[src/rtl/cond_unit_pkg.sv]
// cond_unit_pkg: shared condition mnemonics and NZCV flag bit positions
package cond_unit_pkg;

    typedef enum logic [3:0] {
        EQ = 4'b0000,
        NE = 4'b0001,
        CS = 4'b0010,
        CC = 4'b0011,
        MI = 4'b0100,
        PL = 4'b0101,
        VS = 4'b0110,
        VC = 4'b0111,
        HI = 4'b1000,
        LS = 4'b1001,
        GE = 4'b1010,
        LT = 4'b1011,
        GT = 4'b1100,
        LE = 4'b1101,
        AL = 4'b1110,
        NV = 4'b1111
    } cond_e;

    localparam int N_BIT = 3;
    localparam int Z_BIT = 2;
    localparam int C_BIT = 1;
    localparam int V_BIT = 0;

endpackage

[src/rtl/cond_unit_check.sv]
// cond_check: evaluates an ARM condition field against the NZCV flags
module cond_check
    import cond_unit_pkg::*;
(
    input  logic [3:0] cond,
    input  logic [3:0] flags,
    output logic       cond_ex
);

    logic n, z, c, v;

    assign n = flags[N_BIT];
    assign z = flags[Z_BIT];
    assign c = flags[C_BIT];
    assign v = flags[V_BIT];

    // condition decode; NV and anything unlisted never execute
    always_comb begin
        cond_ex = 1'b0;
        case (cond_e'(cond))
            EQ: cond_ex = z;
            NE: cond_ex = ~z;
            CS: cond_ex = c;
            CC: cond_ex = ~c;
            MI: cond_ex = n;
            PL: cond_ex = ~n;
            VS: cond_ex = v;
            VC: cond_ex = ~v;
            HI: cond_ex = c & ~z;
            LS: cond_ex = ~c | z;
            GE: cond_ex = n ~^ v;
            LT: cond_ex = n ^ v;
            GT: cond_ex = ~z & (n ~^ v);
            LE: cond_ex = z | (n ^ v);
            AL: cond_ex = 1'b1;
            default: cond_ex = 1'b0;
        endcase
    end

endmodule

[src/rtl/cond_unit.sv]
// cond_unit: NZCV flag register, condition pass and gating of write requests
module cond_unit
    import cond_unit_pkg::*;
#(
    parameter logic [3:0] RESET_FLAGS = 4'b0000
) (
    input  logic       clk,
    input  logic       reset,
    input  logic [3:0] cond,
    input  logic [3:0] alu_flags,
    input  logic [1:0] flag_w,
    input  logic       pcs,
    input  logic       reg_w,
    input  logic       mem_w,
    input  logic       no_write,
    input  logic       stall,
    input  logic       flush,
    output logic       pc_src,
    output logic       reg_write,
    output logic       mem_write,
    output logic       cond_ex,
    output logic       cond_ex_q,
    output logic [3:0] flags
);

    logic kill, wr_nz, wr_cv;

    // condition is judged on the registered flags only; no forwarding of alu_flags
    cond_check u_check (
        .cond    (cond),
        .flags   (flags),
        .cond_ex (cond_ex)
    );

    assign kill      = flush;
    assign pc_src    = pcs & cond_ex & ~kill;
    assign reg_write = reg_w & ~no_write & cond_ex & ~kill;
    assign mem_write = mem_w & cond_ex & ~kill;
    assign wr_nz     = flag_w[1] & cond_ex & ~stall & ~flush;
    assign wr_cv     = flag_w[0] & cond_ex & ~stall & ~flush;

    // flag groups update independently; cond_ex_q freezes while stalled
    always_ff @(posedge clk or posedge reset) begin
        if (reset) begin
            flags     <= RESET_FLAGS;
            cond_ex_q <= 1'b0;
        end else begin
            if (wr_nz) begin
                flags[N_BIT] <= alu_flags[N_BIT];
                flags[Z_BIT] <= alu_flags[Z_BIT];
            end
            if (wr_cv) begin
                flags[C_BIT] <= alu_flags[C_BIT];
                flags[V_BIT] <= alu_flags[V_BIT];
            end
            if (!stall) cond_ex_q <= cond_ex & ~flush;
        end
    end

endmodule

[config.mk]
export PLATFORM = sky130hd
export DESIGN_NAME = cond_unit
export DESIGN_NICKNAME = d
export VERILOG_FILES = /design/src/rtl/cond_unit_pkg.sv /design/src/rtl/cond_unit_check.sv /design/src/rtl/cond_unit.sv
export SDC_FILE = /design/constraint.sdc
export NUM_CORES = 1
export LEC_CHECK = 0
export ABC_CLOCK_PERIOD_IN_PS = 1800
export BUFFER_PORTS_ARGS = -buffer_cell sky130_fd_sc_hd__buf_2
export CORE_AREA = 8 8 45 47
export DETAILED_ROUTE_END_ITERATION = 10
export DIE_AREA = 0 0 53 55
export HOLD_SLACK_MARGIN = 0.08
export PLACE_DENSITY = 0.62
export SKIP_CTS_REPAIR_TIMING = 1
export SYNTH_ARGS = -nofsm -noshare
export SYNTH_HDL_FRONTEND = slang
export SYNTH_HIERARCHICAL = 1
export SYNTH_SLANG_ARGS = --single-unit
[constraint.sdc]
create_clock -name clk -period 1.8 [get_ports clk]
set_input_delay 0.18 -clock clk [delete_from_list [all_inputs] [get_ports clk]]
set_output_delay 0.18 -clock clk [all_outputs]
set_load 0.05 [all_outputs]
## Yosys cells after proc, flatten, opt, wreduce, memory -nomap -nowiden

Cells that the tools add are included.

- Logic and storage cells: 46
- Output and inout port bits: 9
- Register bits after elaboration: 5
- Bits of input ports: 18

- Bitwise logic cells: 27
- Multiplexer cells: 1
- Equal/unequal tests: 14
- Reduce and logical (&&, ||, !) cells: 1

Operators by type and width:

| operator | number |
|---|---|
| equality test 4 bit, second input constant | 7 |
| bitwise AND 1 bit | 16 |
| equality test 4 x 3 -> 1 bit, second input constant | 4 |
| case mux 1 bit (15 select lines) | 1 |
| equality test 4 x 2 -> 1 bit, second input constant | 2 |
| NOT 1 bit | 7 |
| equality test 4 x 1 -> 1 bit, second input constant | 1 |
| zero test 4 bit | 1 |
| OR 1 bit | 2 |
| bitwise XNOR 1 bit | 1 |
| bitwise XOR 1 bit | 1 |

## Logic depth before layout (Yosys ltp)

- Word-level depth: 6
- Mapped depth: 7
- Depth with buffers taken out: 6

## Modules after synthesis

Netlist, hierarchy kept.

Modules (own cells, without submodules):

| module | area an instance (sq um) | cells each | instances | seq. area each (sq um) |
|---|---|---|---|---|
| cond_unit | 236.5 | 20 | 1 | 125.1 |
| cond_check | 193.9 | 28 | 1 | 0.0 |

## Worst setup path after synthesis

OpenSTA, ideal clock, no wires.

- Path type: reg-to-output
- Start: register flags[3]
- End: output port reg_write
- Buffers on the path: 0
- Cell stages (with the launch flop): 7
- Data required time: 1.620 ns
- Slack: -1.421 ns
- Arrival: 3.041 ns
- Cells stage by stage: dfrtp_1 xnor2_2 a221oi_1 a211o_1 a211o_1 nand2b_1 nor3b_1

- Longest elaborated chain between the ends: 5
- Elaborated cells between the ends (all ways): 8
- Those cells by class: 1 x mux; 7 x bitwise

RTL lines:

| element | RTL line | source |
|---|---|---|
| start: declaration | cond_unit.sv:23 | `output logic [3:0] flags` |
| start signal: indexed assignment | cond_unit.sv:49 | `flags[N_BIT] <= alu_flags[N_BIT];` |
| start signal: indexed assignment | cond_unit.sv:50 | `flags[Z_BIT] <= alu_flags[Z_BIT];` |
| start signal: indexed assignment | cond_unit.sv:53 | `flags[C_BIT] <= alu_flags[C_BIT];` |
| bitwise XOR 1 bit or bitwise XNOR 1 bit (tied branches) | -- |  |
| OR 1 bit or bitwise AND 1 bit (tied branches) | cond_unit_check.sv:34, cond_unit_check.sv:33 |  |
| case mux 1 bit (15 select lines) (*) | cond_unit_check.sv:20 | `case (cond_e'(cond))` |
| net cond_ex | cond_unit.sv:21 | `output logic cond_ex,` |
| bitwise AND 1 bit (*) (2 in a row) | cond_unit.sv:37 | `assign reg_write = reg_w & ~no_write & cond_ex & ~kill;` |
| end: declaration | cond_unit.sv:19 | `output logic reg_write,` |

Mark *: on every way through the listed nets, which the timed path passes. The rest lies on a longest branch.

## Worst setup path after layout

- Start: register flags[3]
- End: output port reg_write

- Longest elaborated chain between the ends: 5
- Elaborated cells between the ends (all ways): 8
- Those cells by class: 1 x mux; 7 x bitwise

RTL lines:

| element | RTL line |
|---|---|
| bitwise XOR 1 bit or bitwise XNOR 1 bit (tied branches) | -- |
| OR 1 bit or bitwise AND 1 bit (tied branches) | cond_unit_check.sv:34, cond_unit_check.sv:33 |
| case mux 1 bit (15 select lines) (*) | cond_unit_check.sv:20 |
| bitwise AND 1 bit (*) (2 in a row) | cond_unit.sv:37 |

Every way passes the cells marked *; elsewhere a longest branch is shown, timed or not.

==> tab_implementation.tex <==
\begin{tabular}{lr}
\hline
Metric & Value \\
\hline
\multicolumn{2}{l}{\textbf{Worst setup path}} \\
\quad Required time reported for the critical path endpoint & 1.62 ns \\
\quad Slowest stage cell, crit path & sky130\_fd\_sc\_hd\_\_dfrtp\_2 \\
\quad CP peak stage delay & around 0.43 ns \\
\quad Type of origin of the critical path & flop \\
\quad Critical path capture point type & output port \\
\quad Buf+Inv Stages, Crit Path & 1 \\
\quad Critical path class & flop to output port \\
\quad Cell Chain, Critical Path & mux2\_4 -> a21oi\_1 -> o211ai\_1 -> a211o\_4 -> nand2b\_4 -> nor3b\_4 -> buf\_6 \\
\quad Delay-heaviest family, CP & compound AO/OA/AOI/OAI gates \\
\quad Crit path max fanout & 4 \\
\quad WP data arrival & 1.92 ns \\
\multicolumn{2}{l}{\textbf{Global route}} \\
\quad Wire length of the first global-routing pass & about 2200 um \\
\quad Number of global-route vias before repair & 541 \\
\quad Number of antenna violations at the first check in global routing & 0 \\
\quad Maximum number of pins on one net before global-route repair & 10 \\
\quad Overflow left after global routing & 0 \\
\quad GRT Resource Usage Total & 9.83\% \\
\multicolumn{2}{l}{\textbf{Power and ir drop}} \\
\quad Leakage component of the power & between 0.3 and 0.4 nW \\
\quad Switching part of the total power & 45.5\% \\
\quad Pwr per Cell Area & approximately 1200 nW/um\^{}2 \\
\quad Int Pwr & 510 uW \\
\quad Total net switching power & roughly 430 uW \\
\quad Maximum vdd ir drop & $\sim$0.65 mV \\
\quad Combinational share of power & 64.6\% \\
\quad Reg power frac & a little over a fifth \\
\quad Clock power frac & 14.0\% \\
\multicolumn{2}{l}{\textbf{Routing}} \\
\quad Avg Vias per Cell & 5.11 \\
\quad Iteration count of the initial detailed-routing pass & 4 \\
\quad Total detailed-routing wirelength & 1330 um \\
\quad Average wire per cell in the routed design & 13.3 um \\
\quad Antenna Violating Nets Remaining & 0 \\
\quad DRC Markers & 0 \\
\quad Iteration-0 DRC count of the detailed router & 2 \\
\quad Via count & 511 \\
\multicolumn{2}{l}{\textbf{Timing}} \\
\quad Worst slew margin & 83.0\% \\
\quad Slew at the pin closest to its max-slew limit & between 0.2 and 0.3 ns \\
\quad Fin crit share & 117\% \\
\quad Setup repair after global routing missed its margin & yes \\
\quad Post-route setup TNS & -2.02 ns \\
\quad Smallest hold slack & 0.158 ns \\
\quad Final Skew & 0.000998 ns \\
\quad Max Slew Vio Count & 0 \\
\quad Max Clock Freq & about 480 MHz \\
\quad Final setup fails & 8 \\
\quad Post-route setup slack & -0.304 ns \\
\quad Endpoints failing hold & 0 \\
\quad Minimum period implied by the final worst setup slack & 2.10 ns \\
\multicolumn{2}{l}{\textbf{CTS}} \\
\quad Register clock-pin slew on the reported worst setup and hold paths & roughly 0.04 ns \\
\quad Maximum level of the CTS H-tree & 1 \\
\quad TritonCTS Buffers & 3 \\
\quad Clk\_lat worst skew & 0.24 ns \\
\quad TritonCTS clock tree & built \\
\quad Maximum clock insertion buffer count & 2 \\
\quad Root Driver & sky130\_fd\_sc\_hd\_\_clkbuf\_4 \\
\quad Clock sink count & 5 \\
\multicolumn{2}{l}{\textbf{Synthesis}} \\
\quad Netlist cell types & 25 \\
\quad Gate count after technology mapping & 48 \\
\quad Synth Flop Type & sky130\_fd\_sc\_hd\_\_dfrtp\_1 \\
\quad Netlist Area Pre-Place & 430 um\^{}2 \\
\quad Synth Register Bits & 5 \\
\quad YS warnings & 6 \\
\quad Mapped Nets & 66 \\
\quad Synthesized area per cell & 8.97 um\^{}2 \\
\quad Number of flops mapped to enable cells by yosys & 0 \\
\quad Seq/Total Area, Yosys & 29.1\% \\
\quad Async set-reset flop share out of synthesis & 100\% \\
\multicolumn{2}{l}{\textbf{Floorplan}} \\
\quad Io pins & 27 \\
\quad Core Footprint & roughly 1400 um\^{}2 \\
\quad Die Span Y & 55 um \\
\quad Die area & 2920 um\^{}2 \\
\quad Rows & 14 \\
\quad Initial cell density of the core & 31.1\% \\
\quad Width of the die & around 53 um \\
\multicolumn{2}{l}{\textbf{Flow run}} \\
\quad Max\_cap viols & 0 \\
\multicolumn{2}{l}{\textbf{Min path}} \\
\quad Tightest Hold Check Type & primary input to flop \\
\multicolumn{2}{l}{\textbf{Placement}} \\
\quad Placed cell count & between 90 and 100 \\
\quad Routability congestion estimate & slightly above 0.8 \\
\quad Worst slack at placement & -0.214 ns \\
\quad HPWL after detailed placement & approximately 1100 um \\
\quad Number of port buffers & 26 \\
\multicolumn{2}{l}{\textbf{Layout}} \\
\quad Core utilization of the finished layout & 54.7\% \\
\quad Layout Nets & 103 \\
\quad Area growth from synthesis to layout & 75.9\% \\
\quad Inserted Diodes & 0 \\
\quad Non-filler cells, final & 100 \\
\quad Fraction of layout instances using a drive strength above 1 & a little over 60\% \\
\multicolumn{2}{l}{\textbf{Status}} \\
\quad Result of the run & finished, violations left \\
\quad Violations in the final reports & negative setup slack \\
\hline
\end{tabular}
## per-layer routing
layer / part of all wire [%] / GRT usage [%]
met1: 44 / 11.6
met2: 42 / 13.3
met3: 9.0 / 3.21
met4: 4.3 / 10.3
met5: 0 / 0
## flip-flops by register name, summed over array words and instances, names as in the netlist
signal     flops
cond_ex_q      1
flags          4
## cells in the final DEF (no fill, tap or decap), types with 2 or more instances in the layout
cell	instances
sky130_fd_sc_hd__buf_2	22
sky130_fd_sc_hd__buf_4	7
sky130_fd_sc_hd__mux2_4	4
sky130_fd_sc_hd__dfrtp_2	4
sky130_fd_sc_hd__nand2_1	3
sky130_fd_sc_hd__inv_1	3
sky130_fd_sc_hd__clkbuf_4	3
sky130_fd_sc_hd__a21oi_1	3
sky130_fd_sc_hd__and4bb_1	2
sky130_fd_sc_hd__nor2_4	2
sky130_fd_sc_hd__buf_6	2
sky130_fd_sc_hd__buf_8	2
sky130_fd_sc_hd__nand2b_1	2
sky130_fd_sc_hd__nor2_1	2
sky130_fd_sc_hd__o211ai_1	2
## cell usage after synthesis (2+ instances only)
cell type	instances	area [um^2]
sky130_fd_sc_hd__a211o_1	2	17.5
sky130_fd_sc_hd__a21oi_1	3	15.0
sky130_fd_sc_hd__and4bb_1	2	25.0
sky130_fd_sc_hd__dfrtp_1	5	125
sky130_fd_sc_hd__inv_1	3	11.3
sky130_fd_sc_hd__mux2_1	4	45.0
sky130_fd_sc_hd__nand2_1	3	11.3
sky130_fd_sc_hd__nand2b_1	3	18.8
sky130_fd_sc_hd__nor2_1	4	15.0
sky130_fd_sc_hd__nor3_1	2	10.0
sky130_fd_sc_hd__nor3b_1	2	15.0
sky130_fd_sc_hd__o211ai_1	2	15.0
## metrics by stage
stage	power, mW	area (um^2)
after global placement	0.734	656
after detailed placement	0.744	656
after floorplan	0.571	477
after global routing	0.993	757
final	0.936	757
after CTS	0.882	682
## cells by family (layout without fill, tap and decap cells)
group | after synthesis | after routing | share of synthesized area [%]
AO/OA/AOI/OAI | 12 | 12 | 19.2
XOR/XNOR | 2 | 2 | 5.82
AND/OR/NAND/NOR | 19 | 19 | 27.3
buffers and inverters | 5 | 41 | 4.65
multiplexers | 5 | 5 | 14.0
flip-flops | 5 | 5 | 29.1
## final timing paths
kind | from | endpoint | slack, ns | cells after the start
max | flags[3] | reg_write | -0.30 | 7
min | stall | cond_ex_q | 0.16 | 2
max reg2reg | flags[3] | flags[3] | -0.23 | 6
min reg2reg | cond_ex_q | cond_ex_q | 0.48 | 2
max in group asynchronous | reset | flags[3] | 1.24 | 3
min in group asynchronous | reset | cond_ex_q | 0.37 | 3
## layout make-up
cell class                 count  area [um^2]
clock buffer                   4         26.3
tap                           16         20.0
sequential                     5          130
multi-input combinational     38          344
inverter                       3         11.3
fill                         131          627
timing repair buffer          34          225
## worst register-to-register path: cells and delay by family, from the launching register on
kind | cells | cell delay [ns]
mux | 2 | 0.58
flops | 1 | 0.43
compound gates | 3 | 0.65
simple gates | 1 | 0.24
## power by group through the flow
stage / combinational [mW] / clock (mW) / sequential (mW)
floorplan: 0.224 / 0 / 0.347
global placement: 0.533 / 0 / 0.200
detailed placement: 0.540 / 0 / 0.204
CTS: 0.543 / 0.137 / 0.202
global route: 0.640 / 0.145 / 0.207
finish: 0.605 / 0.131 / 0.200
(Power assumes the default switching activity.)
